File: config.mk
export PLATFORM = sky130hd
export DESIGN_NAME = mem_access_unit
export DESIGN_NICKNAME = d
export VERILOG_FILES = /design/src/rtl/mau_pkg.sv /design/src/rtl/mau_lane_fmt.sv /design/src/rtl/mem_access_unit.sv
export SDC_FILE = /design/constraint.sdc
export NUM_CORES = 1
export LEC_CHECK = 0
export CORE_MARGIN = 2
export CORE_UTILIZATION = 39
export DETAILED_ROUTE_END_ITERATION = 16
export PLACE_DENSITY = 0.7
export SYNTH_ARGS = -nofsm -noshare
export SYNTH_HDL_FRONTEND = slang
export SYNTH_HIERARCHICAL = 1
export SYNTH_SLANG_ARGS = --single-unit
export TNS_END_PERCENT = 10
File: constraint.sdc
create_clock -name i_clk -period 6.3 [get_ports i_clk]
set_clock_uncertainty 0.2 [all_clocks]
set_input_delay 1.575 -clock i_clk [delete_from_list [all_inputs] [get_ports i_clk]]
set_output_delay 1.575 -clock i_clk [all_outputs]
set_load 0.01 [all_outputs]
File: src/rtl/mau_pkg.sv
// Shared encodings for the memory access unit: op codes, bus sizes, FSM states.
// Helper functions classify ops so decode stays in one place.
package mau_pkg;

    typedef enum logic [3:0] {
        MOP_NONE = 4'd0,
        MOP_LB   = 4'd1,
        MOP_LBU  = 4'd2,
        MOP_LH   = 4'd3,
        MOP_LHU  = 4'd4,
        MOP_LW   = 4'd5,
        MOP_LWL  = 4'd6,
        MOP_LWR  = 4'd7,
        MOP_SB   = 4'd8,
        MOP_SH   = 4'd9,
        MOP_SW   = 4'd10,
        MOP_SWL  = 4'd11,
        MOP_SWR  = 4'd12
    } mop_e;

    localparam logic [1:0] SIZE_BYTE = 2'd0;
    localparam logic [1:0] SIZE_HALF = 2'd1;
    localparam logic [1:0] SIZE_WORD = 2'd2;

    typedef enum logic [1:0] {
        ST_IDLE = 2'd0,
        ST_REQ  = 2'd1,
        ST_WAIT = 2'd2,
        ST_DONE = 2'd3
    } state_e;

    function automatic logic is_load(input mop_e op);
        return op inside {MOP_LB, MOP_LBU, MOP_LH, MOP_LHU, MOP_LW, MOP_LWL, MOP_LWR};
    endfunction

    function automatic logic is_store(input mop_e op);
        return op inside {MOP_SB, MOP_SH, MOP_SW, MOP_SWL, MOP_SWR};
    endfunction

endpackage

File: src/rtl/mau_lane_fmt.sv
// Combinational byte-lane logic: store strobes/data/size and load extract/merge.
// Zero latency, no flow control; shared with the cache path.
module mau_lane_fmt
    import mau_pkg::*;
(
    input  mop_e        i_st_op,
    input  logic [1:0]  i_st_a,
    input  logic [31:0] i_st_rt,
    output logic [3:0]  o_wstrb,
    output logic [31:0] o_wdata,
    output logic [1:0]  o_size,
    input  mop_e        i_ld_op,
    input  logic [1:0]  i_ld_a,
    input  logic [31:0] i_ld_rt,
    input  logic [31:0] i_ld_mem,
    output logic [31:0] o_ld_data
);

    logic [7:0]  w_byte;
    logic [15:0] w_half;

    assign w_byte = i_ld_mem[{i_ld_a, 3'b000} +: 8];
    assign w_half = i_ld_a[1] ? i_ld_mem[31:16] : i_ld_mem[15:0];

    always_comb begin
        o_wstrb = 4'b0000;
        o_wdata = 32'h0;
        o_size  = SIZE_WORD;
        case (i_st_op)
            MOP_LB, MOP_LBU: o_size = SIZE_BYTE;
            MOP_LH, MOP_LHU: o_size = SIZE_HALF;
            MOP_SB: begin
                o_size  = SIZE_BYTE;
                o_wstrb = 4'b0001 << i_st_a;
                o_wdata = {4{i_st_rt[7:0]}};
            end
            MOP_SH: begin
                o_size  = SIZE_HALF;
                o_wstrb = i_st_a[1] ? 4'b1100 : 4'b0011;
                o_wdata = {2{i_st_rt[15:0]}};
            end
            MOP_SW: begin
                o_wstrb = 4'b1111;
                o_wdata = i_st_rt;
            end
            // Left/right stores only touch the bytes on their side of the boundary.
            MOP_SWL: begin
                o_wstrb = 4'b1111 >> (2'd3 - i_st_a);
                o_wdata = i_st_rt >> {2'd3 - i_st_a, 3'b000};
            end
            MOP_SWR: begin
                o_wstrb = 4'b1111 << i_st_a;
                o_wdata = i_st_rt << {i_st_a, 3'b000};
            end
            default: ;
        endcase
    end

    always_comb begin
        o_ld_data = i_ld_mem;
        case (i_ld_op)
            MOP_LB:  o_ld_data = {{24{w_byte[7]}}, w_byte};
            MOP_LBU: o_ld_data = {24'h0, w_byte};
            MOP_LH:  o_ld_data = {{16{w_half[15]}}, w_half};
            MOP_LHU: o_ld_data = {16'h0, w_half};
            MOP_LWL: begin
                case (i_ld_a)
                    2'd0:    o_ld_data = {i_ld_mem[7:0],  i_ld_rt[23:0]};
                    2'd1:    o_ld_data = {i_ld_mem[15:0], i_ld_rt[15:0]};
                    2'd2:    o_ld_data = {i_ld_mem[23:0], i_ld_rt[7:0]};
                    default: o_ld_data = i_ld_mem;
                endcase
            end
            MOP_LWR: begin
                case (i_ld_a)
                    2'd0:    o_ld_data = i_ld_mem;
                    2'd1:    o_ld_data = {i_ld_rt[31:24], i_ld_mem[31:8]};
                    2'd2:    o_ld_data = {i_ld_rt[31:16], i_ld_mem[31:16]};
                    default: o_ld_data = {i_ld_rt[31:8],  i_ld_mem[31:24]};
                endcase
            end
            default: ;
        endcase
    end

endmodule

File: src/rtl/mem_access_unit.sv
// M-stage load/store unit: decodes, checks alignment, runs the req/addr_ok/data_ok bus handshake.
// Min 3 cycles accept-to-result; holds the M stage via stall, result held until m_allowin.
module mem_access_unit
    import mau_pkg::*;
#(
    parameter int unsigned ADDR_W       = 32,
    parameter bit          UNALIGNED_EN = 1'b1,
    parameter bit          HOLD_RESULT  = 1'b1
) (
    input  logic              i_clk,
    input  logic              i_rst,
    input  logic              i_req_valid,
    input  logic [3:0]        i_mem_op,
    input  logic [ADDR_W-1:0] i_vaddr,
    input  logic [31:0]       i_rt_wdata,
    input  logic              i_flush,
    input  logic              i_m_allowin,
    output logic              o_stall,
    output logic [31:0]       o_rdata,
    output logic              o_rdata_valid,
    output logic              o_addr_err_l,
    output logic              o_addr_err_s,
    output logic              o_data_req,
    output logic              o_data_wr,
    output logic [1:0]        o_data_size,
    output logic [ADDR_W-1:0] o_data_addr,
    output logic [3:0]        o_data_wstrb,
    output logic [31:0]       o_data_wdata,
    input  logic              i_data_addr_ok,
    input  logic [31:0]       i_data_rdata,
    input  logic              i_data_data_ok
);

    state_e            r_state;
    state_e            w_state_nxt;
    mop_e              w_op;
    mop_e              r_op;
    logic [1:0]        r_a;
    logic [31:0]       r_rt;
    logic              r_cancel;
    logic [ADDR_W-1:0] r_data_addr;
    logic [3:0]        r_wstrb;
    logic [31:0]       r_wdata;
    logic [1:0]        r_size;
    logic              r_wr;
    logic [31:0]       r_rdata;

    logic              w_mis_l;
    logic              w_mis_s;
    logic              w_done_exit;
    logic              w_slot;
    logic              w_accept;
    logic              w_busy;
    logic [3:0]        w_wstrb;
    logic [31:0]       w_wdata;
    logic [1:0]        w_size;
    logic [31:0]       w_ld_data;

    assign w_op = mop_e'(i_mem_op);

    always_comb begin
        w_mis_l = 1'b0;
        w_mis_s = 1'b0;
        case (w_op)
            MOP_LW:           w_mis_l = |i_vaddr[1:0];
            MOP_LH, MOP_LHU:  w_mis_l = i_vaddr[0];
            MOP_LWL, MOP_LWR: w_mis_l = !UNALIGNED_EN;
            MOP_SW:           w_mis_s = |i_vaddr[1:0];
            MOP_SH:           w_mis_s = i_vaddr[0];
            MOP_SWL, MOP_SWR: w_mis_s = !UNALIGNED_EN;
            default: ;
        endcase
    end

    // A new op may enter from IDLE or in the same cycle DONE retires its result.
    assign w_done_exit = (r_state == ST_DONE) && (!HOLD_RESULT || i_m_allowin);
    assign w_slot      = (r_state == ST_IDLE) || (w_done_exit && !i_flush);
    assign w_accept    = w_slot && i_req_valid && !i_flush && !w_mis_l && !w_mis_s
                       && (is_load(w_op) || is_store(w_op));
    assign w_busy      = !r_cancel && !i_flush;

    assign o_addr_err_l = w_slot && i_req_valid && !i_flush && w_mis_l;
    assign o_addr_err_s = w_slot && i_req_valid && !i_flush && w_mis_s;

    mau_lane_fmt u_lane_fmt (
        .i_st_op   (w_op),
        .i_st_a    (i_vaddr[1:0]),
        .i_st_rt   (i_rt_wdata),
        .o_wstrb   (w_wstrb),
        .o_wdata   (w_wdata),
        .o_size    (w_size),
        .i_ld_op   (r_op),
        .i_ld_a    (r_a),
        .i_ld_rt   (r_rt),
        .i_ld_mem  (i_data_rdata),
        .o_ld_data (w_ld_data)
    );

    always_ff @(posedge i_clk or posedge i_rst) begin
        if (i_rst) begin
            r_state <= ST_IDLE;
        end else begin
            r_state <= w_state_nxt;
        end
    end

    always_comb begin
        w_state_nxt = r_state;
        case (r_state)
            ST_IDLE: if (w_accept) w_state_nxt = ST_REQ;
            ST_REQ:  if (i_data_addr_ok) w_state_nxt = ST_WAIT;
            ST_WAIT: if (i_data_data_ok) w_state_nxt = w_busy ? ST_DONE : ST_IDLE;
            ST_DONE: begin
                if (i_flush) begin
                    w_state_nxt = ST_IDLE;
                end else if (w_done_exit) begin
                    w_state_nxt = w_accept ? ST_REQ : ST_IDLE;
                end
            end
            default: w_state_nxt = ST_IDLE;
        endcase
    end

    // The bus may not withdraw a request, so a cancelled op keeps data_req until addr_ok.
    always_comb begin
        o_stall       = 1'b0;
        o_data_req    = 1'b0;
        o_rdata_valid = 1'b0;
        case (r_state)
            ST_IDLE: o_stall = w_accept;
            ST_REQ: begin
                o_data_req = 1'b1;
                o_stall    = w_busy;
            end
            ST_WAIT: o_stall = w_busy;
            ST_DONE: begin
                o_stall       = w_accept;
                o_rdata_valid = is_load(r_op) && !i_flush;
            end
            default: ;
        endcase
    end

    always_ff @(posedge i_clk or posedge i_rst) begin
        if (i_rst) begin
            r_op        <= MOP_NONE;
            r_a         <= 2'd0;
            r_rt        <= 32'h0;
            r_data_addr <= '0;
            r_wstrb     <= 4'b0000;
            r_wdata     <= 32'h0;
            r_size      <= SIZE_BYTE;
            r_wr        <= 1'b0;
            r_rdata     <= 32'h0;
            r_cancel    <= 1'b0;
        end else begin
            if (w_accept) begin
                r_op        <= w_op;
                r_a         <= i_vaddr[1:0];
                r_rt        <= i_rt_wdata;
                r_data_addr <= {i_vaddr[ADDR_W-1:2], 2'b00};
                r_wstrb     <= w_wstrb;
                r_wdata     <= w_wdata;
                r_size      <= w_size;
                r_wr        <= is_store(w_op);
            end
            if (r_state == ST_WAIT && i_data_data_ok && w_busy && is_load(r_op)) begin
                r_rdata <= w_ld_data;
            end
            if (w_state_nxt == ST_IDLE) begin
                r_cancel <= 1'b0;
            end else if ((r_state == ST_REQ || r_state == ST_WAIT) && i_flush) begin
                r_cancel <= 1'b1;
            end
        end
    end

    assign o_rdata      = r_rdata;
    assign o_data_wr    = r_wr;
    assign o_data_size  = r_size;
    assign o_data_addr  = r_data_addr;
    assign o_data_wstrb = r_wstrb;
    assign o_data_wdata = r_wdata;

endmodule

==> metrics.yaml <==
cts_sinks: 142
rr_worst_depth: 7
outcome: "finished, final reports clean"
cts_tree: "done"
start_util_pct: 39.6
synth_common_cells: "dfrtp_1, mux2_2, nor2_1"
core_area_sq_mm: 0.0242
area_growth_pct: 28.7
viasPerCell: 5.68
path_common_cell: "clkdlybuf4s50_1"
numCtsBuffers: 17
cp_top_family: "buffers and inverters"
slew-limit-headroom_pct: 15.7
dieArea_sq_mm: 0.0258
ys_ff_latch: 142
setup_viol: 0
grt-ovfl-total: 0
hp-class: "flop to flop"
h-tree-depth: 4
n_antenna_cell: 0
hold_violations: 0
critPathRequiredTime_ps: 4530
period_minus_slack_ps: 5560
gp_congestion: 0.887
drv_slew: 0
crit_end: "o_stall"
ctsLongestPathBuffers: 2
netlist_area_sq_mm: 0.00957
cts_root_buf: "clkbuf_16"
p_leak_nw: 5.08
path_max_fanout: 8
die_x_um: 161
async_flop_share_pct: 100
r2r_start: "r_state[0]"
fin_cells: 1380
port_buffers: 212
finalCritPeriodShare_pct: 88.3
synth_warnings: 6
tightest_slew_ps: 1260
r2r_slack_ps: 3070
cts_setup_buffers: 0
drc: 0
synth.distinct_cells: 73
worstPathCellList: "clkdlybuf4s50_1, and3b_1, nor4_4, o2111ai_1, o21ai_0, clkdlybuf4s50_1"
grt_pass1_wl_mm: 42.9
synth_edf_count: 0
wirelength_mm: 27.6
cp-startpoint: "i_mem_op[1]"
ctsResizeCount: 0
fin_nets: 1156
slowest_delay_ps: 610
cp-start-kind: "input port"
setup_tns_ps: 0
crit_buf_inv: 2
placed_cells: 1349
die_h_um: 161
synth_most_common_cell: "dfrtp_1"
cts_hold_buf: 0
netlist_top_cells_area: "dfrtp_1, mux2_2, mux2_4"
end_kind: "output pin"
holdWs_ps: 306
syn_inst: 872
cts.reportedPaths.clkPinSlew_ps: 60
synth_seq_area_share_pct: 37.1
yosysTopAreaCell: "dfrtp_1"
rows: 57
drive_above_1_share_pct: 24.6
grt_pass1_vias: 7483
grt_setup_unrepaired: "no"
grt_max_degree: 113
place.detailed.hpwl_mm: 19.2
max_cap_violations: 0
fmax_ghz: 0.180
ys.flop_type: "dfrtp_1"
arrival_ps: 3790
syn_area_per_cell_sq_um: 11.0
worstSetupPathDepth: 6
grt_usage_pct: 21.2
r2r_end: "o_data_wdata[29]"
drtIter0Drc: 735
p_per_area_mw_per_mm2: 433
critical_path_class: "input port to output pin"
ir_drop_mv: 0.211
slowest_stage: "clkdlybuf4s50_1"
clk_latency_ps: 430
avgRoutedWirePerCell_um: 20.0
grt_antenna_before_repair: 0
firstDrtPassIters: 5
ant_nets: 0
via_count: 7841
yosysTopAreaCellShare_pct: 37.1
finalPower_w: 0.00533
ioPinCount: 215
-- cell type report --
type	instances	area, sq um
clock buffer	23	478
clock inverter	8	83.8
fill	2144	11900
inverter	20	80.1
multi-input combinational	636	5460
sequential	142	3560
tap	324	405
timing repair buffer	227	2240
-- stage by stage --
| stage | utilization, % | setup slack, ps | instance area (sq um) |
|---|---|---|---|
| 6_report | 50.9 | 737 | 12300 |
| 5_1_grt | 50.9 | 614 | 12300 |
| 4_1_cts | 50.9 | 707 | 12300 |
| 3_5_place_dp | 48.6 | 719 | 11700 |
| 3_3_place_gp | 48.6 | 742 | 11700 |
| 2_1_floorplan | - | 715 | 9570 |
-- flip-flops by register name (all words and copies together), names as in the netlist, 2 cells and up --
signal        count
o_data_size       2
r_a               2
r_rt             32
o_data_wdata     32
r_op              4
o_rdata          32
o_data_addr      30
o_data_wstrb      4
r_state           2
-- layer usage --
layer  wire (um)  track usage, %  share of wire, %  up-vias
met3        1930            4.44               7.0       38
li1            -               -                 -     3619
met5           0               0                 0        -
met4         555            6.72               2.0        0
met2       12000            30.6                43      312
met1       13100            31.5                48     3872
-- cells by family (layout without fill, tap and decap cells) --
| family | after synthesis | in the layout | share of synthesized area, % |
|---|---|---|---|
| multiplexers | 240 | 240 | 30.4 |
| AO/OA/AOI/OAI | 212 | 212 | 16.0 |
| AND/OR/NAND/NOR | 173 | 173 | 9.40 |
| flip-flops | 142 | 142 | 37.1 |
| buffers and inverters | 95 | 278 | 6.00 |
| adder cells (fa/ha/maj) | 5 | 5 | 0.654 |
| XOR/XNOR | 4 | 4 | 0.366 |
| other | 1 | 2 | 0.0392 |
-- worst register-to-register path, stage by stage, from the launching register on --
cell and delay [ps]:
dfrtp_1 440, inv_1 150, ha_1 170, a21oi_1 50, nor3b_1 420, o2111a_4 830, buf_12 430, mux2_2 420
-- how the worst min path moves through the flow --
stage                      end  cells past startpoint            start  slack (ps)
2_1_floorplan         r_rt[24]                      1         r_rt[24]         280
3_3_place_gp   o_data_wdata[2]                      1  o_data_wdata[2]         290
3_5_place_dp    o_data_addr[6]                      1   o_data_addr[6]         290
4_1_cts             o_rdata[0]                      1       o_rdata[0]         310
5_1_grt            o_rdata[19]                      1      o_rdata[19]         320
6_report            o_rdata[0]                      1       o_rdata[0]         310
-- where the power goes --
group	switching (W)	total, W	internal, W
combinational	0.00125	0.00273	0.00149
sequential	0.000319	0.00163	0.00131
clock	0.000399	0.000973	0.000574
total	0.00196	0.00533	0.00337
-- cells in the final DEF, fill, tap and decap left out, drive strengths merged, types with 18 or more instances in the layout --
master,count
dfrtp,142
a22oi,44
nor2,67
o211ai,18
nand2,38
a21oi,47
clkbuf,23
clkdlybuf4s50,211
o21ai,22
mux2,184
mux2i,49
inv,21
No activity file was read; power rests on OpenSTA's default activity.
